### config.mk
export PLATFORM = sky130hd
export DESIGN_NAME = haar_dwt_2level_flat
export DESIGN_NICKNAME = d
export VERILOG_FILES = /design/src/rtl/haar_dwt_2level_if.sv /design/src/rtl/haar_dwt_2level.sv /design/src/flat_wrapper.sv
export SDC_FILE = /design/constraint.sdc
export NUM_CORES = 1
export LEC_CHECK = 0
export BUFFER_PORTS_ARGS = -buffer_cell sky130_fd_sc_hd__buf_2
export CAP_MARGIN = 30
export CORE_MARGIN = 5
export CORE_UTILIZATION = 50
export DETAILED_ROUTE_END_ITERATION = 12
export GPL_ROUTABILITY_DRIVEN = 0
export PLACE_DENSITY = 0.73
export RECOVER_POWER = 25
export SETUP_SLACK_MARGIN = 0.4
export SLEW_MARGIN = 40
export SYNTH_ARGS = -nofsm -noshare
export SYNTH_HDL_FRONTEND = slang
export SYNTH_SLANG_ARGS = --single-unit
### constraint.sdc
create_clock -name clk -period 3.38 [get_ports clk]
set_input_delay 0.676 -clock clk [delete_from_list [all_inputs] [get_ports clk]]
set_output_delay 0.676 -clock clk [all_outputs]
set_load 0.05 [all_outputs]
### src/rtl/haar_dwt_2level_if.sv
// Stream bundle for the two-level Haar analysis stage: ADC input,
// GPIO config word, and the L1/L2/selected-detail coefficient outputs.
interface haar_dwt_2level_if #(
    parameter int ADC_WIDTH = 14
);
    logic signed [ADC_WIDTH-1:0] adc_data;
    logic                        adc_valid;
    logic [31:0]                 gpio_cfg;
    logic signed [ADC_WIDTH-1:0] approx_l1;
    logic signed [ADC_WIDTH-1:0] detail_l1;
    logic                        valid_l1;
    logic signed [ADC_WIDTH-1:0] approx_l2;
    logic signed [ADC_WIDTH-1:0] detail_l2;
    logic                        valid_l2;
    logic signed [ADC_WIDTH-1:0] detail_level;
    logic                        detail_valid;

    modport master (
        output adc_data, adc_valid, gpio_cfg,
        input  approx_l1, detail_l1, valid_l1,
        input  approx_l2, detail_l2, valid_l2,
        input  detail_level, detail_valid
    );

    modport slave (
        input  adc_data, adc_valid, gpio_cfg,
        output approx_l1, detail_l1, valid_l1,
        output approx_l2, detail_l2, valid_l2,
        output detail_level, detail_valid
    );
endinterface

### src/rtl/haar_dwt_2level.sv
// Streaming two-level Haar analysis (decimate by 2 per level).
// Define DWT_ROUND_EN for round-half-up with saturation instead of floor.
module haar_dwt_2level #(
    parameter int ADC_WIDTH = 14
) (
    input logic               clk,
    input logic               rst,
    haar_dwt_2level_if.slave  bus
);
    localparam int W = ADC_WIDTH;
    typedef logic signed [W-1:0] coef_t;

`ifdef DWT_ROUND_EN
    localparam logic signed [W+1:0] ONE  = {{(W+1){1'b0}}, 1'b1};
    localparam logic signed [W+1:0] SMAX = {3'b000, {(W-1){1'b1}}};
    localparam logic signed [W+1:0] SMIN = {3'b111, {(W-1){1'b0}}};

    function automatic coef_t haar(coef_t p, coef_t q, logic sub);
        logic signed [W+1:0] pe;
        logic signed [W+1:0] qe;
        logic signed [W+1:0] t;
        pe = {{2{p[W-1]}}, p};
        qe = {{2{q[W-1]}}, q};
        t  = (sub ? pe - qe : pe + qe) + ONE;
        t  = t >>> 1;
        if (t > SMAX) t = SMAX;
        if (t < SMIN) t = SMIN;
        return coef_t'(t);
    endfunction
`else
    // One guard bit is enough: the halved sum/difference always fits W bits.
    function automatic coef_t haar(coef_t p, coef_t q, logic sub);
        logic signed [W:0] pe;
        logic signed [W:0] qe;
        logic signed [W:0] t;
        pe = {p[W-1], p};
        qe = {q[W-1], q};
        t  = sub ? pe - qe : pe + qe;
        return coef_t'(t >>> 1);
    endfunction
`endif

    logic  en, sel;
    logic  ph1, ph2;
    coef_t x0_1, x0_2;
    coef_t a1, d1, a2, d2, dl;
    logic  v1, v2, dv;

    assign en  = bus.gpio_cfg[31];
    assign sel = bus.gpio_cfg[30];

    always_ff @(posedge clk) begin
        if (rst) begin
            ph1  <= 1'b0;
            ph2  <= 1'b0;
            x0_1 <= '0;
            x0_2 <= '0;
            a1   <= '0;
            d1   <= '0;
            a2   <= '0;
            d2   <= '0;
            dl   <= '0;
            v1   <= 1'b0;
            v2   <= 1'b0;
            dv   <= 1'b0;
        end else if (!en) begin
            // Coefficients hold; pairing state restarts on an even sample.
            ph1  <= 1'b0;
            ph2  <= 1'b0;
            x0_1 <= '0;
            x0_2 <= '0;
            v1   <= 1'b0;
            v2   <= 1'b0;
            dv   <= 1'b0;
        end else begin
            v1 <= 1'b0;
            v2 <= 1'b0;
            if (bus.adc_valid) begin
                ph1 <= ~ph1;
                if (!ph1) begin
                    x0_1 <= bus.adc_data;
                end else begin
                    a1 <= haar(x0_1, bus.adc_data, 1'b0);
                    d1 <= haar(x0_1, bus.adc_data, 1'b1);
                    v1 <= 1'b1;
                end
            end
            if (v1) begin
                ph2 <= ~ph2;
                if (!ph2) begin
                    x0_2 <= a1;
                end else begin
                    a2 <= haar(x0_2, a1, 1'b0);
                    d2 <= haar(x0_2, a1, 1'b1);
                    v2 <= 1'b1;
                end
            end
            dv <= sel ? v2 : v1;
            if (sel ? v2 : v1) dl <= sel ? d2 : d1;
        end
    end

    assign bus.approx_l1    = a1;
    assign bus.detail_l1    = d1;
    assign bus.valid_l1     = v1;
    assign bus.approx_l2    = a2;
    assign bus.detail_l2    = d2;
    assign bus.valid_l2     = v2;
    assign bus.detail_level = dl;
    assign bus.detail_valid = dv;
endmodule

### src/flat_wrapper.sv
// flat-port wrapper written by rule: the top's interface ports become plain ports
module haar_dwt_2level_flat 
#(
    parameter int ADC_WIDTH = 14
)
  (clk, rst, bus_adc_data, bus_adc_valid, bus_gpio_cfg, bus_approx_l1, bus_detail_l1, bus_valid_l1, bus_approx_l2, bus_detail_l2, bus_valid_l2, bus_detail_level, bus_detail_valid);
  haar_dwt_2level_if #(.ADC_WIDTH(ADC_WIDTH)) bus_i ();
  input logic clk;
  input logic rst;
  input wire logic [$bits(bus_i.adc_data)-1:0] bus_adc_data;
  input wire logic [$bits(bus_i.adc_valid)-1:0] bus_adc_valid;
  input wire logic [$bits(bus_i.gpio_cfg)-1:0] bus_gpio_cfg;
  output wire logic [$bits(bus_i.approx_l1)-1:0] bus_approx_l1;
  output wire logic [$bits(bus_i.detail_l1)-1:0] bus_detail_l1;
  output wire logic [$bits(bus_i.valid_l1)-1:0] bus_valid_l1;
  output wire logic [$bits(bus_i.approx_l2)-1:0] bus_approx_l2;
  output wire logic [$bits(bus_i.detail_l2)-1:0] bus_detail_l2;
  output wire logic [$bits(bus_i.valid_l2)-1:0] bus_valid_l2;
  output wire logic [$bits(bus_i.detail_level)-1:0] bus_detail_level;
  output wire logic [$bits(bus_i.detail_valid)-1:0] bus_detail_valid;
  assign bus_i.adc_data = bus_adc_data;
  assign bus_i.adc_valid = bus_adc_valid;
  assign bus_i.gpio_cfg = bus_gpio_cfg;
  assign bus_approx_l1 = bus_i.approx_l1;
  assign bus_detail_l1 = bus_i.detail_l1;
  assign bus_valid_l1 = bus_i.valid_l1;
  assign bus_approx_l2 = bus_i.approx_l2;
  assign bus_detail_l2 = bus_i.detail_l2;
  assign bus_valid_l2 = bus_i.valid_l2;
  assign bus_detail_level = bus_i.detail_level;
  assign bus_detail_valid = bus_i.detail_valid;
  haar_dwt_2level #(.ADC_WIDTH(ADC_WIDTH)) u_core (.clk(clk), .rst(rst), .bus(bus_i));
endmodule
# After elaboration in Yosys (flattened, before gate mapping)
# Cells that the tools add are included.
[totals] reg_bits=103 in_bits=49 out_inout_bits=73 wordCells=33
[op_classes] n_addsub=4 mux=4 n_bitwise=5 reduce_logical=8
[ops] cell="$add A14 B14 Y15" n=2
[ops] cell="$sub A14 B14 Y15" n=2
[ops] cell="$mux W14" n=1
[ops] cell="$reduce_and A2 Y1" n=3
[ops] cell="$reduce_and A3 Y1" n=2
[ops] cell="$reduce_or A3 Y1" n=2
[ops] cell="$not A1 Y1" n=5
[ops] cell="$mux W1" n=3
[ops] cell="$reduce_or A2 Y1" n=1

# Logic depth before layout (Yosys ltp)
[logic_depth] depth_word=2 mapped_depth=9 mapped_depth_nobuf=8

# Least setup slack after synthesis
# OpenSTA, ideal clock, no wires.
[synth_timing] kind="input port to flip-flop" startpoint="input bus_adc_data[2]" endpoint="register u_core.a1[10], in the netlist u_core.bus.approx_l1[10]" setup_ns=0.088 t_arrival_ns=2.497 required_time_ns=3.292 path_slack_ns=0.794 cell_stages=9 n_path_buf=1 path_cell_list="inv_1 ha_1 buf_6 nor4bb_4 o311ai_1 nand4b_2 a311oi_1 mux2_1 a311oi_2"
[synth_between] elab_chain_cells=1
[synth_lines] element="start: declaration" line_no="flat_wrapper.sv:10" rtl="input wire logic [$bits(bus_i.adc_data)-1:0] bus_adc_data;"
[synth_lines] element="$add A14 B14 Y15" line_no="haar_dwt_2level.sv:38" rtl="t = sub ? pe - qe : pe + qe;"
[synth_lines] element="end signal: assignment" line_no="haar_dwt_2level.sv:83" rtl="a1 <= haar(x0_1, bus.adc_data, 1'b0);"
[synth_lines] element="end: declaration" line_no="haar_dwt_2level.sv:46" rtl="coef_t a1, d1, a2, d2, dl;"
# Every way passes these cells.
# A chain may end at the register's enable or synchronous reset.

==> results.cfg <==
[synth]
synth.area.top_cells = dfxtp_1 32%, ha_1 10%, a21oi_1 6.6%
synth-seq-cells = 103
ys.flop_type = dfxtp_1
synth_area_per_cell_um2 = 7.96
synth_edf_count = 0
seq_area_frac_synth_pct = 31.9
synth_largest_area_cell = dfxtp_1
synth_nets = 918
yosys.area.top_type_share_pct = 31.9
synthCells = 813
yosys_warnings = 0
synth_area_um2 = 6470
synth.distinct_cells = 78
postSynth.asyncResetShare_pct = 0

[timing]
rsz0062_at_grt = false
setup_viol_count_final = 0
skew_ns = 0.00626
setup_ws_ns = 0.502
period_share_pct = 85.2
hold_violations = 0
slew_headroom_pct = 10.7
setup_tns_ns = 0
finalCriticalPeriod_ns = 2.88
fmax_mhz = 347
slew_violations = 0
tightest_slew_ns = 1.34

[drt]
dr.first_iter.drc_count = 397
first_pass_iters = 5
detail-route-antenna-nets = 0
viasPerCell = 5.58
vias = 5867
routedWlPerCell_um = 16.0
drc = 0
wirelength_um = 16800

[grt]
grt_pass1_vias = 5415
grt_max_degree = 41
grt.total_usage_pct = 22.3
grt_pass1_wl_um = 27100
antenna_found_initial = 0
grt-ovfl-total = 0

[hold_path]
hold_path.startpoint = u_core.bus.approx_l2[0]$_SDFFE_PP0P_
hold_class = reg2reg

[finish]
ff_latch_area_um2 = 2060
fillers = 1207
drive_gt1_share_pct = 14.0
areaGrowthSynthToFinish_pct = 13.3
nNetsFinal = 980
num_antenna_cells = 0
multi_input_comb_area_um2 = 4030
layout_common_cells = 107 x nand2_1, 103 x dfxtp_1, 86 x a21oi_1
layout_commonest_cell = nand2_1

[power]
p_switching_w = 0.000688
vdd_drop_max_mv = 0.244
p_comb_share_pct = 11.2
swShare_pct = 24.9
p_per_area_nw_per_um2 = 377
power_frac_seq_pct = 44.9
leakage_nw = 3.16
internal-power_w = 0.00208
clockPowerShare_pct = 43.9

[floorplanning]
die_h_um = 124
die_w_um = 124
fp.coreArea_um2 = 12700
start_util_pct = 51.1
num_rows = 41
fp.dieArea_um2 = 15300
io_pins = 122

[clocking]
clockBufferDepth = 2
cts_tree = built
cts_num_sinks = 103
cts_hold_buffers = 0
clk_pin_slew_ns = 0.07
htree_levels = 3
clock_latency_ns = 0.36
cts.root.buffer_cell = clkbuf_16
cts_resized = 0
postCtsSetupRepairBufs = 0
cts_buffers = 9

[critical_path]
crit_chain = clkbuf_1 > inv_1 > clkbuf_1 > and4_1 > a31oi_1 > or3b_1
critPathMaxStageDelay_ns = 0.67
r2r-start = u_core.x0_1[2]$_SDFFE_PP0P_
path_common_cell = clkbuf_1
slowest_stage = clkbuf_1
crit_path_start_kind = input port
arrival_ns = 3.11
crit_path_end_kind = flop
critical_path.max_fanout = 25
worst_ep_required_time_ns = 3.61
critPathKind = in2reg
startpoint = rst

[flow_run]
cap_viol_max_count = 0

[placed_design]
place.port_buffers = 91
pre_cts_ws_ns = 0.373
hpwlAfterDp_um = 12700

[outcome]
status = complete, no violations
==> worst max-delay path: cells and delay by family <==
kind | cells | cell delay, ns
buffers and inverters | 3 | 1.50
AND/OR/NAND/NOR | 2 | 0.78
AO/OA/AOI/OAI | 1 | 0.15
==> layout make-up <==
class | count | share of cell area, %
Clock buffer | 11 | 3.31
Clock inverter | 5 | 1.43
Inverter | 49 | 2.51
Multi-Input combinational cell | 612 | 55.0
Sequential cell | 103 | 28.1
Tap cell | 172 | 2.93
Timing Repair Buffer | 100 | 6.75
==> metrics by stage <==
step	cell area (µm²)	util [%]	total power, W	hold slack [ns]	instances
floorplan	6470	-	0.00150	0.454	813
global placement	7010	55.3	0.00157	0.443	1036
detailed placement	7020	55.4	0.00158	0.452	1036
CTS	7370	58.1	0.00278	0.461	1052
global route	7340	57.9	0.00287	0.499	1052
finish	7340	57.9	0.00276	0.461	1052
==> registers in the layout, indices dropped and copies added (netlist names), 14 cells and up <==
register / flops
u_core.bus.approx_l1: 14
u_core.bus.approx_l2: 14
u_core.bus.detail_l1: 14
u_core.bus.detail_l2: 14
u_core.bus.detail_level: 14
u_core.x0_1: 14
u_core.x0_2: 14
==> synth_stat cells, drive strengths merged, types with 3 or more instances <==
| master | number |
|---|---|
| o311ai | 4 |
| nor2 | 64 |
| nand2b | 12 |
| ha | 52 |
| a21o | 8 |
| inv | 49 |
| a311oi | 4 |
| buf | 12 |
| o22ai | 3 |
| clkbuf | 37 |
| xnor2 | 20 |
| nand3 | 21 |
| a21oi | 86 |
| a31oi | 11 |
| nand3b | 3 |
| o21bai | 8 |
| o211ai | 3 |
| mux2i | 20 |
| nor3 | 16 |
| nor2b | 14 |
| o21a | 5 |
| dfxtp | 103 |
| and2 | 7 |
| and3 | 9 |
| xor2 | 3 |
| or2 | 3 |
| nor4 | 5 |
| nand2 | 108 |
| fa | 4 |
| a211oi | 35 |
| a2111oi | 3 |
| o31ai | 6 |
| o21ai | 37 |
==> path summary, 6_finish.rpt <==
| check | endpoint | slack (ns) | cells past startpoint |
|---|---|---|---|
| max | u_core.bus.detail_l1[10]$_SDFFE_PP0P_ | 0.50 | 6 |
| min | u_core.bus.approx_l2[0]$_SDFFE_PP0P_ | 0.46 | 2 |
| max reg2reg | u_core.bus.approx_l1[10]$_SDFFE_PP0P_ | 0.75 | 7 |
| min reg2reg | u_core.bus.approx_l2[0]$_SDFFE_PP0P_ | 0.46 | 2 |
==> routing by layer <==
metal,global-route usage (%),part of all wire (%),vias to the layer above
met2,35.8,46,168
li1,-,-,2983
met5,0,0,-
met1,30.6,47,2699
met3,4.81,5.7,17
met4,5.74,1.9,0
==> cell families (layout without fill, tap and decap cells) <==
| kind of cell | after synthesis | after routing | share of synthesized area [%] |
|---|---|---|---|
| AOI/OAI and AO/OA | 231 | 231 | 23.4 |
| and+or+nand+nor | 280 | 280 | 21.0 |
| adders and majority gates | 56 | 56 | 11.3 |
| muxes | 22 | 22 | 3.44 |
| xor gates and xnor gates | 23 | 23 | 3.11 |
| buffers and inverters | 98 | 165 | 5.97 |
| DFF | 103 | 103 | 31.9 |
==> power by group through the flow <==
stage / Clock, W / Combinational, W / Sequential [W]
3_5_place_dp: 0 / 0.000308 / 0.00127
6_report: 0.00121 / 0.000310 / 0.00124
4_1_cts: 0.00123 / 0.000309 / 0.00124
5_1_grt: 0.00128 / 0.000339 / 0.00124
2_1_floorplan: 0 / 0.000210 / 0.00129
3_3_place_gp: 0 / 0.000305 / 0.00127
(Power assumes the default switching activity.)
